===== src/rtl/vga_pixel_scanner.sv =====
// Raster-scan source for the VGA path: issues pixel coordinates, then re-aligns
// sync/blank with the colour returned by the object mux and drives the DAC pins.
module vga_pixel_scanner #(
  parameter int unsigned H_ACTIVE   = 640,
  parameter int unsigned H_FP       = 16,
  parameter int unsigned H_SYNC     = 96,
  parameter int unsigned H_BP       = 48,
  parameter int unsigned V_ACTIVE   = 480,
  parameter int unsigned V_FP       = 10,
  parameter int unsigned V_SYNC     = 2,
  parameter int unsigned V_BP       = 33,
  parameter int unsigned PIPE_DELAY = 1
) (
  input  logic        clk,
  input  logic        resetN,
  input  logic [7:0]  redIn,
  input  logic [7:0]  greenIn,
  input  logic [7:0]  blueIn,
  output logic [10:0] pixelX,
  output logic [10:0] pixelY,
  output logic        activeArea,
  output logic        startOfFrame,
  output logic        hSyncN,
  output logic        vSyncN,
  output logic        blankN,
  output logic [7:0]  redOut,
  output logic [7:0]  greenOut,
  output logic [7:0]  blueOut
);

  localparam int unsigned CW      = 11;
  localparam int unsigned TW      = 3;
  localparam int unsigned H_TOTAL = H_ACTIVE + H_FP + H_SYNC + H_BP;
  localparam int unsigned V_TOTAL = V_ACTIVE + V_FP + V_SYNC + V_BP;

  localparam logic [CW-1:0] H_LAST   = CW'(H_TOTAL - 1);
  localparam logic [CW-1:0] V_LAST   = CW'(V_TOTAL - 1);
  localparam logic [CW-1:0] H_VIS    = CW'(H_ACTIVE);
  localparam logic [CW-1:0] V_VIS    = CW'(V_ACTIVE);
  localparam logic [CW-1:0] HS_START = CW'(H_ACTIVE + H_FP);
  localparam logic [CW-1:0] HS_END   = CW'(H_ACTIVE + H_FP + H_SYNC);
  localparam logic [CW-1:0] VS_START = CW'(V_ACTIVE + V_FP);
  localparam logic [CW-1:0] VS_END   = CW'(V_ACTIVE + V_FP + V_SYNC);

  // Timing tag carried down the delay line: {hsync_n, vsync_n, active}
  localparam logic [TW-1:0] TAG_IDLE = 3'b110;

  logic [CW-1:0] h_next_c;
  logic [CW-1:0] v_next_c;
  logic          h_sync_raw;
  logic          v_sync_raw;
  logic [TW-1:0] tag_raw_c;
  logic [TW-1:0] tag_dly_c;

  // Next raster position; vertical advances only on the horizontal wrap
  always_comb begin
    h_next_c = pixelX + CW'(1);
    v_next_c = pixelY;
    if (pixelX == H_LAST) begin
      h_next_c = '0;
      v_next_c = (pixelY == V_LAST) ? '0 : pixelY + CW'(1);
    end
  end

  // Counters plus decodes registered from the next position, so every
  // coordinate-aligned signal refers to the same pixel as pixelX/pixelY.
  always_ff @(posedge clk or negedge resetN) begin
    if (!resetN) begin
      pixelX       <= '0;
      pixelY       <= '0;
      activeArea   <= 1'b0;
      startOfFrame <= 1'b0;
      h_sync_raw   <= 1'b1;
      v_sync_raw   <= 1'b1;
    end else begin
      pixelX       <= h_next_c;
      pixelY       <= v_next_c;
      activeArea   <= (h_next_c < H_VIS) && (v_next_c < V_VIS);
      startOfFrame <= (h_next_c == '0) && (v_next_c == '0);
      h_sync_raw   <= !((h_next_c >= HS_START) && (h_next_c < HS_END));
      v_sync_raw   <= !((v_next_c >= VS_START) && (v_next_c < VS_END));
    end
  end

  assign tag_raw_c = {h_sync_raw, v_sync_raw, activeArea};

  // Match the object-mux latency so timing meets its colour at the output register
  if (PIPE_DELAY == 0) begin : g_no_delay
    assign tag_dly_c = tag_raw_c;
  end else begin : g_delay
    logic [TW-1:0] dly_q [PIPE_DELAY];

    always_ff @(posedge clk or negedge resetN) begin
      if (!resetN) begin
        for (int i = 0; i < int'(PIPE_DELAY); i++) begin
          dly_q[i] <= TAG_IDLE;
        end
      end else begin
        dly_q[0] <= tag_raw_c;
        for (int i = 1; i < int'(PIPE_DELAY); i++) begin
          dly_q[i] <= dly_q[i-1];
        end
      end
    end

    assign tag_dly_c = dly_q[PIPE_DELAY-1];
  end

  // Pin register: sync, blank and blanked colour leave together
  always_ff @(posedge clk or negedge resetN) begin
    if (!resetN) begin
      hSyncN   <= 1'b1;
      vSyncN   <= 1'b1;
      blankN   <= 1'b0;
      redOut   <= 8'h00;
      greenOut <= 8'h00;
      blueOut  <= 8'h00;
    end else begin
      hSyncN   <= tag_dly_c[2];
      vSyncN   <= tag_dly_c[1];
      blankN   <= tag_dly_c[0];
      redOut   <= tag_dly_c[0] ? redIn   : 8'h00;
      greenOut <= tag_dly_c[0] ? greenIn : 8'h00;
      blueOut  <= tag_dly_c[0] ? blueIn  : 8'h00;
    end
  end

endmodule


===== config.mk =====
export PLATFORM = sky130hd
export DESIGN_NAME = vga_pixel_scanner
export DESIGN_NICKNAME = d
export VERILOG_FILES = /design/src/rtl/vga_pixel_scanner.sv
export SDC_FILE = /design/constraint.sdc
export NUM_CORES = 1
export LEC_CHECK = 0
export CORE_ASPECT_RATIO = 1.75
export CORE_MARGIN = 2
export CORE_UTILIZATION = 41
export CTS_CLUSTER_DIAMETER = 200
export DETAILED_ROUTE_END_ITERATION = 10
export GPL_ROUTABILITY_DRIVEN = 0
export PLACE_DENSITY = 0.72
export SLEW_MARGIN = 20
export SYNTH_ARGS = -nofsm -noshare
export SYNTH_HDL_FRONTEND = slang
export SYNTH_SLANG_ARGS = --single-unit

===== constraint.sdc =====
create_clock -name clk -period 3.5 [get_ports clk]
set_input_delay 0.7 -clock clk [delete_from_list [all_inputs] [get_ports clk]]
set_output_delay 0.7 -clock clk [all_outputs]
set_load 0.005 [all_outputs]

# Word level (Yosys, flattened, before mapping)
# Cells that the tools add are included.
# word_totals
wordCells	37
out_inout_bits	51
register_bits	56
# classes
n_reduce_logical	8
muxes	6
magnitude_cmp	6
addsub	2
eq_ne	2
# op_table
op	n
11-bit two-way mux	3
8-bit two-way mux	3
11-bit by 1-bit adder with 11-bit output, second input constant	2
11-bit by 10-bit == test with 1-bit output, second input constant	2
11-bit zero test	2
11-bit by 10-bit < comparator with 1-bit output, second input constant	2
11-bit by 9-bit < comparator with 1-bit output, second input constant	2
11-bit by 10-bit greater-or-equal comparator with 1-bit output, second input constant	1
11-bit by 9-bit greater-or-equal comparator with 1-bit output, second input constant	1
1-bit logical AND	4
1-bit zero test	2

# Longest topological paths before layout
# Gate-level depths: netlist of run 1.
# logic_depth
word_depth	6
mapped_depth	9
mapped_depth_nobuf	8

# Worst setup path after synthesis of run 1
# No wires, ideal clock.
# synth_path
path_kind	register to register
start	reg pixelX[5]
end	reg startOfFrame
arrival_ps	2499
synth_period_minus_slack_ps	2619
setup_slack_ps	881
stages_incl_launch_ff	9
required_ps	3380
path_buffers	2
setup_time_ps	120
cell_sequence	dfrtp_1 -> buf_6 -> or4_1 -> buf_2 -> or4_4 -> or4_4 -> o211ai_2 -> a21oi_2 -> and4_1
# synth_between
elab_chain_len	4
# synth_lines
element	line_no	source
start: declaration	19	output logic [10:0] pixelX,
start signal: assignment	76	pixelX <= h_next_c;
11-bit by 1-bit adder with 11-bit output or 11-bit by 10-bit == test with 1-bit output (tied branches)	57, 59	
11-bit two-way mux	59	if (pixelX == H_LAST) begin
11-bit zero test	79	startOfFrame <= (h_next_c == '0) && (v_next_c == '0);
1-bit logical AND *	79	
end signal: assignment	79	
end: declaration	22	output logic startOfFrame,
# Mark *: on every way between the ends. The rest lies on a longest branch, timed or not.

# Worst setup path after layout of run 1
# layout_path
start	reg pixelX[5]
end	reg startOfFrame
# layout_between
elab_chain_len	4
# layout_lines
element	line_no	source
11-bit by 10-bit == test with 1-bit output	59	
11-bit two-way mux	59	
via v_next_c[0]	49	logic [CW-1:0] v_next_c;
11-bit zero test	79	
1-bit logical AND	79	
# The timed path passes the listed nets, and every way through them passes these cells.

==> reports/results.ini, run 1 <==
[worst_setup_path]
r2r.worst_path.cells = 7
arrival_ps = 3030
cp-end-kind = flop
crit_path_start_kind = flop
cp_max_fo = 10
critPathRequiredTime_ps = 3700
critical_path_class = flop to flop

[power_and_ir_drop]
power_frac_seq = 0.539
p_int_w = 0.00100
power_switching_w = 0.000231
vdd_drop_max_uv = 229
p_leak_nw = 1.42
p_total_w = 0.00123
clkPwrFrac = 0.396
power_density_nw_per_um2 = 360
p_sw_frac = 0.188
comb_power_share = 0.064

[global_route]
grt_pass1_wl_mm = 9.27
grt_usage = 0.176
grt_pass1_vias = 1971
grt_max_degree = 36
antenna_found_initial = 0
grt.overflow.total = 0

[logic_synthesis]
postSynthCellCount = 227
synth_flop_cell = dfrtp_1
synth_common_cells = dfrtp_1 (50), and2_1 (25), nor2_1 (16), nand2_1 (15), o21ai_0 (11)
yosysTopAreaCell = dfrtp_1
synth_seq_cells = 56
mappedNetlistArea_um2 = 2470
syn_area_per_cell_um2 = 10.9
synthArstFlopShare = 1.00
synth_area_leaders = dfrtp_1 (51%), dfstp_2 (6.4%), and2_1 (6.3%)
synth_top_area_share = 0.507
synth.most_common_cell = dfrtp_1
yosys_warnings = 0
synth-edff-count = 0
syn_nets = 257
yosysSeqAreaShare = 0.570
synthDistinctLibCells = 44

[finish]
multiInputGateArea_um2 = 968
fin_nets = 331
ff_latch_area_um2 = 1410
diodes = 0
n_fill_cell = 530
area_growth_pct = 38.4
final_layout_size_suffix_gt1_frac = 0.0960

[die]
die_area_um2 = 6690
fp-row-count = 37
dieWidth_um = 62.7
coreArea_um2 = 5830
die_h_um = 107
ioPinCount = 77
start_util = 0.423

[timing]
fin_crit_ps = 2830
worst_slack_ps = 668
holdWs_ps = 358
slew_viol_final = 0
grt_setup_unrepaired = false
setup_violations = 0
worstMarginPinSlew_ps = 757
hold_viol = 0
fmax_mhz = 353
slew_headroom = 0.495
min_period_over_period = 0.809
skew_ps = 7.84
tns_ps = 0

[clock_network]
cts_inserted_buffers = 5
cts_resized = 0
htreeDepth = 2
cts_tree = done
clkSlewWorstSetupHoldPaths_ps = 90
clk_latency_ps = 300
cts_buffer_depth = 2
root_buffer = clkbuf_8
cts_setup_buffers = 0
cts_sinks = 56
hold_buffers = 0

[routing]
antenna_left = 0
wl_per_cell_um = 14.7
drc = 0
viasPerCell = 5.23
dr.pass1.iters = 4
route.vias.total = 1987
drt-initial-drc-count = 126
finalWirelength_mm = 5.59

[placement]
dp_slack_ps = 731
io_buffers = 76
detailed_place_hpwl_mm = 4.23

[job]
maxCapViolCount = 0

[hold_path]
hold_class = flop to flop
hold_path_depth = 0

[outcome]
status = finished clean

[power groups by stage]
| stage | clock network [W] | logic (W) | registers (W) |
|---|---|---|---|
| finish | 0.000488 | 0.0000794 | 0.000664 |
| detailed placement | 0 | 0.0000811 | 0.000677 |
| floorplan | 0 | 0.00000935 | 0.000679 |
| CTS | 0.000497 | 0.0000815 | 0.000664 |
| global route | 0.000527 | 0.0000870 | 0.000666 |
| global placement | 0 | 0.0000792 | 0.000676 |
[worst max-delay path, stage by stage, from the launching register on]
cell and delay (ps):
dfrtp_1 480, or4_1 670, nor3_1 600, buf_4 270, nand2b_1 100, o21ai_0 300, nor4b_1 100, and4_1 210
[routing by layer]
layer	wire, um	part of all wire	vias to the layer above	track usage
met5	0	0	-	0
met4	190	0.034	0	0.0921
met3	269	0.048	15	0.0399
met2	2990	0.53	75	0.310
met1	2140	0.38	967	0.195
li1	-	-	930	-
[flip-flops by register name, indices dropped and copies added (netlist names)]
| register | flops |
|---|---|
| h_sync_raw | 1 |
| redOut | 8 |
| greenOut | 8 |
| hSyncN | 1 |
| blueOut | 8 |
| pixelY | 11 |
| v_sync_raw | 1 |
| blankN | 1 |
| vSyncN | 1 |
| activeArea | 1 |
| pixelX | 11 |
| startOfFrame | 1 |
| g_delay.dly_q | 3 |
[path summary, 6_finish.rpt]
kind,slack (ps),endpoint,start
max,670,startOfFrame,pixelX[5]
min,360,g_delay.dly_q[2],h_sync_raw
max reg2reg,670,startOfFrame,pixelX[5]
min reg2reg,360,g_delay.dly_q[2],h_sync_raw
max in group asynchronous,2220,g_delay.dly_q[1],resetN
min in group asynchronous,450,redOut[5],resetN
[logic make-up after synthesis]
| kind of cell | count (synthesis) | synth area share |
|---|---|---|
| simple gates | 101 | 0.242 |
| buf+inv | 21 | 0.0375 |
| mux | 1 | 0.00405 |
| compound gates | 31 | 0.0795 |
| fa+ha+maj | 4 | 0.0203 |
| xor+xnor | 13 | 0.0461 |
| flops | 56 | 0.570 |
[cell type report]
cell class	instances	share of cell area
clock inverter	2	0.0176
multi-input combinational	150	0.283
sequential	56	0.412
clock buffer	6	0.0212
inverter	9	0.00988
tap	78	0.0285
timing repair buffer	79	0.228
[placed cells by master, fill, tap and decap left out, types with 3 or more instances in the layout]
cell type         n
dfrtp_1          50
clkdlybuf4s50_1  75
and4_1            5
a21oi_1           6
nor3_1            4
nand4_1           5
ha_1              4
dfstp_2           6
buf_4             3
inv_1             9
o22ai_1           3
xor2_1            5
nand3_1           9
xnor2_1           8
and2_1           25
nand2_1          15
o31ai_1           3
nor2_1           16
o21ai_0          11
clkbuf_8          5
[per-stage QoR]
step / area (um2) / utilization / cells
after floorplan: 2470 / - / 227
after global placement: 3290 / 0.563 / 372
after detailed placement: 3290 / 0.563 / 372
after CTS: 3420 / 0.586 / 380
after global routing: 3420 / 0.586 / 380
final: 3420 / 0.586 / 380
Power figures use the tool's default switching activity.
==> inputs of run 2 (changes only) <==
--- a/config.mk
+++ b/config.mk
@@ -11,7 +11,7 @@
 export CTS_CLUSTER_DIAMETER = 200
 export DETAILED_ROUTE_END_ITERATION = 10
 export GPL_ROUTABILITY_DRIVEN = 0
-export PLACE_DENSITY = 0.72
+export PLACE_DENSITY = 0.75
 export SLEW_MARGIN = 20
 export SYNTH_ARGS = -nofsm -noshare
 export SYNTH_HDL_FRONTEND = slang
==> constraint.sdc (replaced) <==
create_clock -name clk -period 2.6 [get_ports clk]
set_input_delay 0.52 -clock clk [delete_from_list [all_inputs] [get_ports clk]]
set_output_delay 0.52 -clock clk [all_outputs]
set_load 0.005 [all_outputs]
==> reports/results.ini, run 2 (synthesized netlist as in run 1, its figures left out) <==
[die]
coreArea_um2 = 5830
ioPinCount = 77
die_h_um = 107
fp-row-count = 37
die_area_um2 = 6690
start_util = 0.423
dieWidth_um = 62.7

[routing]
antenna_left = 0
viasPerCell = 5.11
dr.pass1.iters = 4
drc = 0
wl_per_cell_um = 14.3
finalWirelength_mm = 5.60
route.vias.total = 2005
drt-initial-drc-count = 87

[worst_setup_path]
critical_path_class = flop to flop
cp-end-kind = flop
crit_path_start_kind = flop
cp_max_fo = 7
slowest_delay_ps = 570
cp_cell_sequence = or4_4 > or4_4 > nor3_1 > xnor2_1 > and4_1 > and4_1
arrival_ps = 2710
crit_slowest_cell = or4_4
r2r.worst_path.cells = 6
critPathRequiredTime_ps = 2860

[timing]
setup_violations = 0
fmax_mhz = 408
min_period_over_period = 0.942
skew_ps = 9.70
slew_viol_final = 0
hold_viol = 0
worstMarginPinSlew_ps = 640
tns_ps = 0
slew_headroom = 0.573
fin_crit_ps = 2450
worst_slack_ps = 151
grt_setup_unrepaired = false
holdWs_ps = 212

[global_route]
grt_max_degree = 31
grt_pass1_wl_mm = 9.45
grt.overflow.total = 0
grt_usage = 0.180
grt_pass1_vias = 1988
antenna_found_initial = 0

[outcome]
status = finished clean

[finish]
final_common_cell = clkdlybuf4s50_1
area_growth_pct = 41.7
reg_top3 = pixelX x11, pixelY x11
final_layout_size_suffix_gt1_frac = 0.143
n_fill_cell = 503
finalNonFillerCells = 392
fin_nets = 343
diodes = 0
mostFrequentLayoutCells = clkdlybuf4s50_1 (75), dfrtp_1 (50), and2_1 (25), nor2_1 (16), nand2_1 (15)

[power_and_ir_drop]
power_density_nw_per_um2 = 430
vdd_drop_max_uv = 316
p_leak_nw = 1.47
p_total_w = 0.00150

[clock_network]
clk_latency_ps = 320
cts_inserted_buffers = 5
root_buffer = clkbuf_8
htreeDepth = 2
cts_tree = done
cts_setup_buffers = 0
cts_sinks = 56
clkSlewWorstSetupHoldPaths_ps = 100
cts_buffer_depth = 2

[hold_path]
hold_class = input port to async pin

[placement]
place_inst = 384
detailed_place_hpwl_mm = 4.21
dp_slack_ps = 97.2
io_buffers = 76

[job]
maxCapViolCount = 0

==> run 2: cell type report <==
| type | instances | area [um2] | area share |
|---|---|---|---|
| clock inverters | 2 | 13.8 | 0.00393 |
| multi-input cells | 150 | 982 | 0.281 |
| flip-flops and latches | 56 | 1410 | 0.403 |
| repair buffers | 91 | 881 | 0.252 |
| clock buffers | 6 | 82.6 | 0.0236 |
| well taps | 78 | 97.6 | 0.0279 |
| inverters | 9 | 33.8 | 0.00965 |
==> run 2: through the flow <==
stage	cell area, um2	util
5_1_grt	3500	0.600
3_3_place_gp	3390	0.581
3_5_place_dp	3390	0.581
4_1_cts	3490	0.598
2_1_floorplan	2480	-
6_report	3500	0.600
==> run 2: layer usage <==
layer	global-route usage	up-vias	routed length (um)	part of all wire
met5	0	-	0	0
met4	0.0952	0	189	0.034
met3	0.0346	14	315	0.056
met2	0.323	79	3040	0.54
met1	0.200	957	2050	0.37
li1	-	955	-	-
==> run 2: worst paths after layout <==
kind                            startpoint          endpoint  slack [ps]
worst max-delay path             pixelX[5]      startOfFrame         150
worst max register to register   pixelX[5]      startOfFrame         150
max in group asynchronous           resetN            vSyncN        1730
worst min register to register  h_sync_raw  g_delay.dly_q[2]         350
worst min-delay path                resetN         redOut[2]         210
min in group clk                h_sync_raw  g_delay.dly_q[2]         350
==> run 2: power breakdown <==
group | internal, W | switching, W | total (W)
registers | 0.000889 | 0.00000446 | 0.000894
clock network | 0.000218 | 0.000283 | 0.000501
logic | 0.0000750 | 0.0000337 | 0.000109
total | 0.00118 | 0.000321 | 0.00150
==> run 2: timing repair <==
action | in CTS | in global routing
endpoints found under the setup margin | 0 | 3
hold buffers | 0 | 0
gates resized for setup | 0 | 3
hold endpoints to repair | 0 | 0
==> run 2: critical path, delay by kind of cell (launching register included) <==
kind             cells  cell delay, ps
AND/OR/NAND/NOR      5            1790
XOR/XNOR             1             210
flip-flops           1             400
